## src/rtl/alu_issuer_pkg.sv

```systemverilog
// Shared encodings for the ALU issuer: opcodes, instruction fields, FSM states.
// Also imported by the assembler-facing tests, so encodings must stay stable.
package alu_issuer_pkg;

  localparam int unsigned DATA_W   = 16;
  localparam int unsigned NUM_REGS = 4;

  typedef enum logic [3:0] {
    OP_NOP  = 4'h0,
    OP_SHR  = 4'h1,
    OP_SHL  = 4'h2,
    OP_ADD  = 4'h3,
    OP_SUB  = 4'h4,
    OP_AND  = 4'h5,
    OP_ORR  = 4'h6,
    OP_XOR  = 4'h7,
    OP_CMP  = 4'h8,
    OP_LDI  = 4'h9,
    OP_JEQ  = 4'hA,
    OP_JGT  = 4'hB,
    OP_JLT  = 4'hC,
    OP_JZ   = 4'hD,
    OP_JMP  = 4'hE,
    OP_HALT = 4'hF
  } opcode_e;

  typedef enum logic [1:0] {
    ST_IDLE = 2'd0,
    ST_EXEC = 2'd1,
    ST_HALT = 2'd2
  } state_e;

  // Field layout: [15:12] opcode, [11:10] dst, [9:8] src, [7:0] imm.
  typedef struct packed {
    opcode_e    opcode;
    logic [1:0] dst;
    logic [1:0] src;
    logic [7:0] imm;
  } instr_t;

  function automatic logic writes_result(opcode_e op);
    return (op >= OP_SHR) && (op <= OP_XOR);
  endfunction

endpackage

```

## src/rtl/alu_issuer_regfile.sv

```systemverilog
// R0-R3 storage: one synchronous write port, three combinational read ports
// (left operand, right operand, debug).
module alu_issuer_regfile
  import alu_issuer_pkg::*;
(
  input  logic              clk_i,
  input  logic              rst_i,
  input  logic              we_i,
  input  logic [1:0]        waddr_i,
  input  logic [DATA_W-1:0] wdata_i,
  input  logic [1:0]        raddr_a_i,
  input  logic [1:0]        raddr_b_i,
  input  logic [1:0]        raddr_c_i,
  output logic [DATA_W-1:0] rdata_a_o,
  output logic [DATA_W-1:0] rdata_b_o,
  output logic [DATA_W-1:0] rdata_c_o
);

  logic [DATA_W-1:0] regs_q [NUM_REGS];

  always_ff @(posedge clk_i) begin
    if (rst_i) begin
      for (int i = 0; i < NUM_REGS; i++) regs_q[i] <= '0;
    end else if (we_i) begin
      regs_q[waddr_i] <= wdata_i;
    end
  end

  assign rdata_a_o = regs_q[raddr_a_i];
  assign rdata_b_o = regs_q[raddr_b_i];
  assign rdata_c_o = regs_q[raddr_c_i];

endmodule

```

## src/rtl/alu_issuer.sv

```systemverilog
// Single-issue sequencer driving an external ALU: latch, execute one cycle, retire.
//   state   | meaning
//   ST_IDLE | ready for an instruction
//   ST_EXEC | latched instruction drives strobes/branch; writes back at cycle end
//   ST_HALT | HALT retired; frozen until RST
module alu_issuer
  import alu_issuer_pkg::*;
(
  input  logic        CLK,
  input  logic        RST,
  input  logic [15:0] INSTR,
  input  logic        INSTR_VALID,
  output logic        INSTR_READY,
  output logic [15:0] LEFT,
  output logic [15:0] RIGHT,
  output logic        SHR,
  output logic        SHL,
  output logic        ADD,
  output logic        SUB,
  output logic        AND,
  output logic        ORR,
  output logic        XOR,
  output logic        CMP,
  input  logic [15:0] RESULT,
  input  logic        FLAG_ZERO,
  input  logic        FLAG_EQUAL,
  input  logic        FLAG_GREATER_THAN,
  input  logic        FLAG_LESS_THAN,
  output logic        BRANCH_TAKEN,
  output logic [7:0]  BRANCH_TARGET,
  output logic        HALTED,
  output logic [15:0] RETIRED,
  input  logic [1:0]  DBG_SEL,
  output logic [15:0] DBG_DATA
);

  state_e      state_q, state_d;
  instr_t      instr_q, instr_d;
  logic [15:0] retired_q, retired_d;

  logic        exec;
  logic        taken;
  logic        rf_we;
  logic [15:0] rf_wdata;

  always_ff @(posedge CLK) begin
    if (RST) begin
      state_q   <= ST_IDLE;
      instr_q   <= '0;
      retired_q <= '0;
    end else begin
      state_q   <= state_d;
      instr_q   <= instr_d;
      retired_q <= retired_d;
    end
  end

  always_comb begin
    state_d   = state_q;
    instr_d   = instr_q;
    retired_d = retired_q;
    case (state_q)
      ST_IDLE: begin
        if (INSTR_VALID) begin
          instr_d = instr_t'(INSTR);
          state_d = ST_EXEC;
        end
      end
      ST_EXEC: begin
        retired_d = retired_q + 16'd1;
        state_d   = (instr_q.opcode == OP_HALT) ? ST_HALT : ST_IDLE;
      end
      ST_HALT: state_d = ST_HALT;
      default: state_d = ST_IDLE;
    endcase
  end

  // Everything visible is squashed while RST is high, even mid-EXEC.
  always_comb begin
    exec        = (state_q == ST_EXEC) && !RST;
    INSTR_READY = (state_q == ST_IDLE) && !RST;
    HALTED      = (state_q == ST_HALT);

    SHR = exec && (instr_q.opcode == OP_SHR);
    SHL = exec && (instr_q.opcode == OP_SHL);
    ADD = exec && (instr_q.opcode == OP_ADD);
    SUB = exec && (instr_q.opcode == OP_SUB);
    AND = exec && (instr_q.opcode == OP_AND);
    ORR = exec && (instr_q.opcode == OP_ORR);
    XOR = exec && (instr_q.opcode == OP_XOR);
    CMP = exec && (instr_q.opcode == OP_CMP);

    case (instr_q.opcode)
      OP_JEQ:  taken = FLAG_EQUAL;
      OP_JGT:  taken = FLAG_GREATER_THAN;
      OP_JLT:  taken = FLAG_LESS_THAN;
      OP_JZ:   taken = FLAG_ZERO;
      OP_JMP:  taken = 1'b1;
      default: taken = 1'b0;
    endcase
    BRANCH_TAKEN  = exec && taken;
    BRANCH_TARGET = (exec && taken) ? instr_q.imm : 8'h00;

    rf_we    = exec && (writes_result(instr_q.opcode) || (instr_q.opcode == OP_LDI));
    rf_wdata = (instr_q.opcode == OP_LDI) ? {8'h00, instr_q.imm} : RESULT;
  end

  assign RETIRED = retired_q;

  alu_issuer_regfile u_regfile (
    .clk_i     (CLK),
    .rst_i     (RST),
    .we_i      (rf_we),
    .waddr_i   (instr_q.dst),
    .wdata_i   (rf_wdata),
    .raddr_a_i (instr_q.dst),
    .raddr_b_i (instr_q.src),
    .raddr_c_i (DBG_SEL),
    .rdata_a_o (LEFT),
    .rdata_b_o (RIGHT),
    .rdata_c_o (DBG_DATA)
  );

endmodule

```

## config.mk

```make
export PLATFORM = sky130hd
export DESIGN_NAME = alu_issuer
export DESIGN_NICKNAME = d
export VERILOG_FILES = /design/src/rtl/alu_issuer_pkg.sv /design/src/rtl/alu_issuer_regfile.sv /design/src/rtl/alu_issuer.sv
export SDC_FILE = /design/constraint.sdc
export NUM_CORES = 1
export LEC_CHECK = 0
export CAP_MARGIN = 20
export CELL_PAD_IN_SITES_DETAIL_PLACEMENT = 1
export CELL_PAD_IN_SITES_GLOBAL_PLACEMENT = 1
export CORE_MARGIN = 10
export CORE_UTILIZATION = 40
export CTS_CLUSTER_DIAMETER = 80
export DETAILED_ROUTE_END_ITERATION = 8
export DONT_BUFFER_PORTS = 1
export GPL_TIMING_DRIVEN = 0
export PLACE_DENSITY_LB_ADDON = 0.1
export SLEW_MARGIN = 20
export SYNTH_ARGS = -nofsm -noshare
export SYNTH_HDL_FRONTEND = slang
export SYNTH_SLANG_ARGS = --single-unit
```

## constraint.sdc

```tcl
create_clock -name CLK -period 3 [get_ports CLK]
set_input_delay 0.45 -clock CLK [delete_from_list [all_inputs] [get_ports CLK]]
set_output_delay 0.45 -clock CLK [all_outputs]
set_load 0.02 [all_outputs]
```

==> flow_summary_export.csv, run 1 <==
group,metric,value,unit
synth,synth.cell_area,0.005185,mm^2
grt,grt_antenna_before_repair,0,
final_layout,drive_gt1_share,19.73,%
pwr,p_per_cell_area,538.3,mW/mm^2
critical_path,kind_of_end_point_of_the_critical_path,"register",
sta,timing.final.crit_share,94.04,%
synth,postSynth.asyncResetShare,0,%
floorplanning,boundary_pin_count,124,
floorplanning,die_height,133.9,um
route,drt_iter0_markers,220,
pwr,internal_power,2.235,mW
synth,synth-seq-area-share,51.74,%
critical_path,critical_path.reg2reg.endpoint,"u_regfile.regs_q[0][12]$_SDFFCE_PN0P_",
route,avgRoutedWirePerCell,23.59,um
final_layout,antenna_cells_inserted,0,
route,wirelength,14460,um
critical_path,worst_setup_path_start_kind,"register",
synth,postSynthCellCount,425,
route,route.vias.total,3393,
flow_run,drv_cap,0,
floorplanning,die_area,0.01792,mm^2
critical_path,cp-startpoint,"state_q[0]$_SDFFE_PP0P_",
hold_path,worst_hold_path_type,"primary input to register",
pwr,power.share.clock,35.6,%
final_layout,area_overhead_vs_synth,9.411,%
clock_tree,insertion_delay,0.34,ns
route,ant_nets,0,
clock_tree,cts.clk_slew.worst_paths,0.07,ns
pwr,seq_pwr_share,51.8,%
pwr,cellLeakagePower,1.941,nW
sta,layout_min_cycle_time,2.821,ns
critical_path,timing_worst_setup_path_type,"register to register",
sta,timing.clock.skew,0.005552,ns
critical_path,critical_path_arrival,2.79,ns
critical_path,largest_stage_delay_on_the_critical_path,0.68,ns
clock_tree,max-clock-path-buffers,2,
place,gp_congestion,0.7167,
sta,finalHoldWorstSlack,0.2285,ns
clock_tree,clock_tree.htree_level_count,3,
critical_path,crit_fanout,16,
pwr,power.net_switching,0.8183,mW
clock_tree,clock_sinks,102,
synth,post-synth-top-area-cell,"sky130_fd_sc_hd__edfxtp_1",
synth,netlist.area_leader.share,37.07,%
clock_tree,buffer_cell_driving_the_clock_tree_root,"sky130_fd_sc_hd__clkbuf_16",
critical_path,reg2reg_from,"state_q[0]$_SDFFE_PP0P_",
synth,synthDistinctLibCells,40,
floorplanning,floorplan.die.width,133.9,um
sta,worstMarginPinSlew,0.9434,ns
clock_tree,cts_hold_repair.buffers,0,
grt,largest_net_degree_at_the_start_of_global_routing,17,
grt,via_count_of_the_first_global_routing_pass,3704,
final_layout,final_core_utilization,44.77,%
place,buffer_ports.inserted,0,
grt,grt_overflow_total,0,
synth,netlist_top_cells_area,"sky130_fd_sc_hd__edfxtp_1 (37%), sky130_fd_sc_hd__mux4_2 (21%), sky130_fd_sc_hd__dfxtp_1 (15%)",
critical_path,ff_to_ff_setup_slack,0.18,ns
pwr,sw_frac_of_total,26.80,%
critical_path,cpMaxStageDelayCell,"sky130_fd_sc_hd__nand2b_1",
pwr,power,3.054,mW
synth,synth.ff_latch_count,102,
synth,syn_avg_cell_area,12.20,um^2
sta,setup_repair_after_global_routing_missed_its_margin,"false",
route,vias_per_cell,5.535,
place,post-place-ws,-0.01131,ns
sta,maxSlewViolCount,0,
critical_path,timing.critical_path.required,2.97,ns
sta,final.setup.tns,0,ns
synth,synth_flop_cell,"sky130_fd_sc_hd__edfxtp_1",
critical_path,critical_path.endpoint,"u_regfile.regs_q[0][12]$_SDFFCE_PN0P_",
synth,synth_most_common_cell,"sky130_fd_sc_hd__nor2_1",
floorplanning,floorplan.initialDensity,40.92,%
pwr,peakVddDrop,0.2270,mV
place,post-dp-hpwl,10710,um
floorplanning,fp-row-count,41,
route,drc_errors,0,
synth,synth_common_cells,"sky130_fd_sc_hd__nor2_1 (73), sky130_fd_sc_hd__edfxtp_1 (64), sky130_fd_sc_hd__mux4_2 (48), sky130_fd_sc_hd__nand2_1 (48), sky130_fd_sc_hd__dfxtp_1 (38)",
synth,synth_enable_flop_cells,64,
clock_tree,cts_made_buffers,9,
critical_path,path_cells,"or3b_4 > a211o_4 > or3_1 > buf_2 > nand2b_1",
pwr,power_share_of_the_combinational_group,12.6,%
sta,max_freq,0.3545,GHz
sta,finalWorstSetupSlack,0.1788,ns
clock_tree,cts_tree,"built",
critical_path,worst-r2r-cell-count,5,
sta,max-slew-margin-rel,37.11,%
sta,final-setup-viol-count,0,
route,drt_first_pass_iters,4,
status,outcome,"finished clean",
synth,synth.net_count,467,
sta,final-hold-violation-count,0,
floorplanning,coreArea,0.01267,mm^2
synth,ys_warn_count,0,
final_layout,final_net_count,478,
grt,grt_util_all_layers,16.31,%
clock_tree,postCtsSetupRepairBufs,0,
grt,first_pass_grt_wire_length,22220,um
## timing repair
item,4_1_cts,5_1_grt
gates resized for setup,2,1
setup endpoints to repair,32,6
pin swaps,0,0
## sequential cells by signal, indices dropped and copies added, names as in the netlist, named ones only
signal	count
instr_q	16
RETIRED	16
state_q	2
u_regfile.regs_q	64
## worst min-delay path by stage
stage | startpoint | endpoint | slack, ns | cells after the start
6_report | INSTR_VALID | state_q[0]$_SDFFE_PP0P_ | 0.23 | 1
5_1_grt | INSTR[5] | instr_q[5]$_SDFFE_PP0P_ | 0.23 | 2
3_3_place_gp | instr_q[8]$_SDFFE_PP0P_ | instr_q[8]$_SDFFE_PP0P_ | 0.45 | 2
4_1_cts | INSTR_VALID | state_q[0]$_SDFFE_PP0P_ | 0.22 | 1
3_5_place_dp | instr_q[8]$_SDFFE_PP0P_ | instr_q[8]$_SDFFE_PP0P_ | 0.46 | 2
2_1_floorplan | instr_q[8]$_SDFFE_PP0P_ | register | 0.44 | 2
## stage by stage
step | instances | cell area [um^2]
3_3_place_gp | 597 | 5400
4_1_cts | 613 | 5673
2_1_floorplan | 425 | 5185
6_report | 613 | 5673
5_1_grt | 613 | 5673
3_5_place_dp | 597 | 5400
## power groups by stage
stage | clock, mW | sequential [mW] | combinational, mW
after floorplan | 0 | 1.60 | 0.315
after global placement | 0 | 1.61 | 0.387
after detailed placement | 0 | 1.62 | 0.393
after CTS | 1.11 | 1.58 | 0.394
after global routing | 1.17 | 1.59 | 0.415
final | 1.09 | 1.58 | 0.384
## critical path: cells and delay by family, from the launching register on
family / cells / cell delay [ns]
buffers and inverters: 1 / 0.18
AO/OA/AOI/OAI: 1 / 0.35
flip-flops: 1 / 0.45
AND/OR/NAND/NOR: 3 / 1.44
## kinds of logic after synthesis
logic type | share of synthesized area, %
compound gates | 3.282
xor+xnor | 1.858
fa+ha+maj | 0.2413
buf+inv | 2.799
flops | 51.74
mux | 23.02
simple gates | 17.06
## cells in the final DEF (no fill, tap or decap), types with 3 or more instances in the layout
cell / netlist / layout
sky130_fd_sc_hd__a21oi_1: 19 / 19
sky130_fd_sc_hd__clkbuf_1: 24 / 25
sky130_fd_sc_hd__mux2i_1: 9 / 9
sky130_fd_sc_hd__or3_1: 4 / 4
sky130_fd_sc_hd__nand2b_1: 5 / 3
sky130_fd_sc_hd__xor2_1: 3 / 3
sky130_fd_sc_hd__nor2b_1: 4 / 4
sky130_fd_sc_hd__xnor2_1: 8 / 8
sky130_fd_sc_hd__nor2_2: 10 / 10
sky130_fd_sc_hd__and3_1: 3 / 3
sky130_fd_sc_hd__clkbuf_16: 0 / 9
sky130_fd_sc_hd__nor2_1: 73 / 73
sky130_fd_sc_hd__mux4_2: 48 / 48
sky130_fd_sc_hd__nor3_1: 7 / 7
sky130_fd_sc_hd__nand4_1: 5 / 5
sky130_fd_sc_hd__nand3_1: 4 / 4
sky130_fd_sc_hd__buf_2: 5 / 5
sky130_fd_sc_hd__inv_1: 5 / 5
sky130_fd_sc_hd__nand2_1: 48 / 48
sky130_fd_sc_hd__edfxtp_1: 64 / 64
sky130_fd_sc_hd__nor4_1: 6 / 6
sky130_fd_sc_hd__clkinvlp_4: 0 / 4
sky130_fd_sc_hd__dfxtp_1: 38 / 38
sky130_fd_sc_hd__and2_1: 11 / 11
## layer usage
layer / GRT usage [%] / vias up / routed length (um)
li1: - / 1588 / -
met1: 17.84 / 1692 / 5628
met2: 28.41 / 103 / 7363
met3: 6.908 / 10 / 1328
met4: 4.353 / 0 / 141
met5: 0 / - / 0
## cell type report
class                           count  area [um^2]
Buffer                             30        126.4
Sequential cell                   102         2683
Inverter                            5        18.77
Fill cell                        1392         6998
Clock inverter                      6        38.79
Multi-Input combinational cell    288         2362
Tap cell                          172        215.2
Clock buffer                       10        229.0
Power figures use the tool's default switching activity.
==> run 2: changes to the inputs <==
Clock period 3 ns to 2.9 ns, I/O delays scaled along.
==> run 2 against run 1 <==
Net effect:
- sequential power is 4% higher
- fmax increased by 3.3%
- via count down 0.21%
- combinational power grew 2%
- worst hold slack worse by 0.015 ns
- highest routed layer unchanged
==> flow_summary_export.csv, run 2 (synthesis results as in run 1) <==
group,metric,value,unit
floorplanning,boundary_pin_count,124,
final_layout,number_of_fill_cells_in_the_layout,1389,
clock_tree,insertion_delay,0.35,ns
critical_path,critical_path_arrival,2.72,ns
route,drt_first_pass_iters,4,
final_layout,final_net_count,476,
clock_tree,cts.clk_slew.worst_paths,0.07,ns
pwr,peakVddDrop,0.2348,mV
final_layout,antenna_cells_inserted,0,
final_layout,area_overhead_vs_synth,9.339,%
route,route.vias.total,3386,
final_layout,mostFrequentLayoutCells,"sky130_fd_sc_hd__nor2_1 (73), sky130_fd_sc_hd__edfxtp_1 (64), sky130_fd_sc_hd__mux4_2 (48), sky130_fd_sc_hd__nand2_1 (48), sky130_fd_sc_hd__dfxtp_1 (38)",
grt,grt_antenna_before_repair,0,
hold_path,worst_hold_path_type,"primary input to register",
critical_path,path_cells,"or3b_4 > a211oi_1 > nand3b_1 > nand2b_2",
pwr,cellLeakagePower,1.942,nW
route,drc_errors,0,
sta,max-slew-margin-rel,38.01,%
critical_path,worst_setup_path_start_kind,"register",
sta,layout_min_cycle_time,2.731,ns
floorplanning,floorplan.initialDensity,40.92,%
grt,first_pass_grt_wire_length,22220,um
place,post-dp-hpwl,10710,um
clock_tree,cts_tree,"built",
critical_path,crit_cells,4,
clock_tree,cts_hold_repair.buffers,0,
sta,maxSlewViolCount,0,
sta,final.setup.tns,0,ns
clock_tree,clock_sinks,102,
sta,setup_repair_after_global_routing_missed_its_margin,"false",
floorplanning,fp-row-count,41,
place,gp_congestion,0.7167,
critical_path,ff_to_ff_setup_slack,0.17,ns
critical_path,timing.critical_path.max_delay_family,"simple AND/OR/NAND/NOR gates",
clock_tree,clock_tree.htree_level_count,3,
final_layout,drive_gt1_share,20.27,%
critical_path,worst-path-buf-inv,0,
route,wirelength,14450,um
floorplanning,coreArea,0.01267,mm^2
critical_path,timing_worst_setup_path_type,"register to register",
final_layout,max_ffs_per_register,64,
flow_run,drv_cap,0,
final_layout,mostFrequentLayoutCell,"sky130_fd_sc_hd__nor2_1",
grt,largest_net_degree_at_the_start_of_global_routing,17,
pwr,p_per_cell_area,558.6,mW/mm^2
critical_path,kind_of_end_point_of_the_critical_path,"register",
sta,timing.final.crit_share,94.18,%
sta,final-hold-violation-count,0,
status,outcome,"finished clean",
critical_path,crit_fanout,16,
clock_tree,buffer_cell_driving_the_clock_tree_root,"sky130_fd_sc_hd__clkbuf_16",
clock_tree,cts_made_buffers,9,
critical_path,timing.critical_path.required,2.89,ns
final_layout,multi_input_comb_area,0.002365,mm^2
hold_path,worstHoldPathCells,1,
sta,final-setup-viol-count,0,
route,drt_iter0_markers,199,
route,vias_per_cell,5.542,
route,avgRoutedWirePerCell,23.64,um
grt,grt_util_all_layers,16.31,%
critical_path,worst-r2r-cell-count,4,
clock_tree,postCtsSetupRepairBufs,0,
final_layout,final_core_utilization,44.74,%
critical_path,cpMaxStageDelayCell,"sky130_fd_sc_hd__nand2b_2",
clock_tree,max-clock-path-buffers,2,
final_layout,regArea,0.002683,mm^2
place,buffer_ports.inserted,0,
grt,via_count_of_the_first_global_routing_pass,3704,
floorplanning,die_area,0.01792,mm^2
sta,worstMarginPinSlew,0.9214,ns
floorplanning,die_height,133.9,um
route,ant_nets,0,
sta,finalHoldWorstSlack,0.2132,ns
floorplanning,floorplan.die.width,133.9,um
sta,timing.clock.skew,0.005821,ns
grt,grt_overflow_total,0,
critical_path,largest_stage_delay_on_the_critical_path,0.53,ns
sta,max_freq,0.3661,GHz
final_layout,registers.top_by_ff_count,"u_regfile.regs_q",
run 2: cell types whose count changed in the layout (fill, tap and decap cells not counted), sizes merged:
| cell | before | now |
|---|---|---|
| clkbuf | 34 | 32 |
run 2: worst register-to-register path, stage by stage, from the launching register on:
cell                       delay, ns
sky130_fd_sc_hd__dfxtp_1        0.46
sky130_fd_sc_hd__or3b_4         0.45
sky130_fd_sc_hd__a211oi_1       0.47
sky130_fd_sc_hd__nand3b_1       0.46
sky130_fd_sc_hd__nand2b_2       0.53
run 2: path summary, 6_finish.rpt:
check | start | end
min reg2reg | instr_q[8]$_SDFFE_PP0P_ | instr_q[8]$_SDFFE_PP0P_
min | INSTR_VALID | state_q[0]$_SDFFE_PP0P_
max reg2reg | state_q[0]$_SDFFE_PP0P_ | u_regfile.regs_q[2][14]$_SDFFCE_PN0P_
max | state_q[0]$_SDFFE_PP0P_ | u_regfile.regs_q[2][14]$_SDFFCE_PN0P_
run 2: where the power goes:
| group | internal, mW | leakage, nW | switching [mW] |
|---|---|---|---|
| clock network | 0.578 | 0.114 | 0.554 |
| registers | 1.60 | 0.970 | 0.0485 |
| logic | 0.138 | 0.857 | 0.252 |
| total | 2.31 | 1.94 | 0.854 |
run 2: stage by stage:
stage / setup slack [ns] / instances / power (mW) / cell area, um^2
2_1_floorplan: 0.5371 / 425 / 1.982 / 5185
4_1_cts: 0.04136 / 613 / 3.197 / 5673
6_report: 0.1687 / 611 / 3.167 / 5669
5_1_grt: 0.03989 / 611 / 3.285 / 5669
3_5_place_dp: -0.1113 / 597 / 2.078 / 5400
3_3_place_gp: -0.05897 / 597 / 2.067 / 5400
run 2: routing by layer:
layer	GRT usage (%)	vias up	share of wire, %
met1	17.84	1679	39
met3	6.908	11	9.9
met5	0	-	0
met4	4.353	0	0.98
met2	28.41	113	51
li1	-	1583	-
run 2: cell type report:
cell class / count / area share, %
Multi-Input combinational cell: 288 / 41.71
Inverter: 5 / 0.3311
Sequential cell: 102 / 47.32
Clock inverter: 6 / 0.6842
Clock buffer: 10 / 4.039
Tap cell: 172 / 3.796
Buffer: 28 / 2.119
run 2: what timing repair did:
| item | CTS | global route |
|---|---|---|
| pin swaps | 0 | 0 |
| hold endpoints to repair | 0 | 0 |
| gates resized for setup | 2 | 4 |
| endpoints found under the setup margin | 32 | 35 |
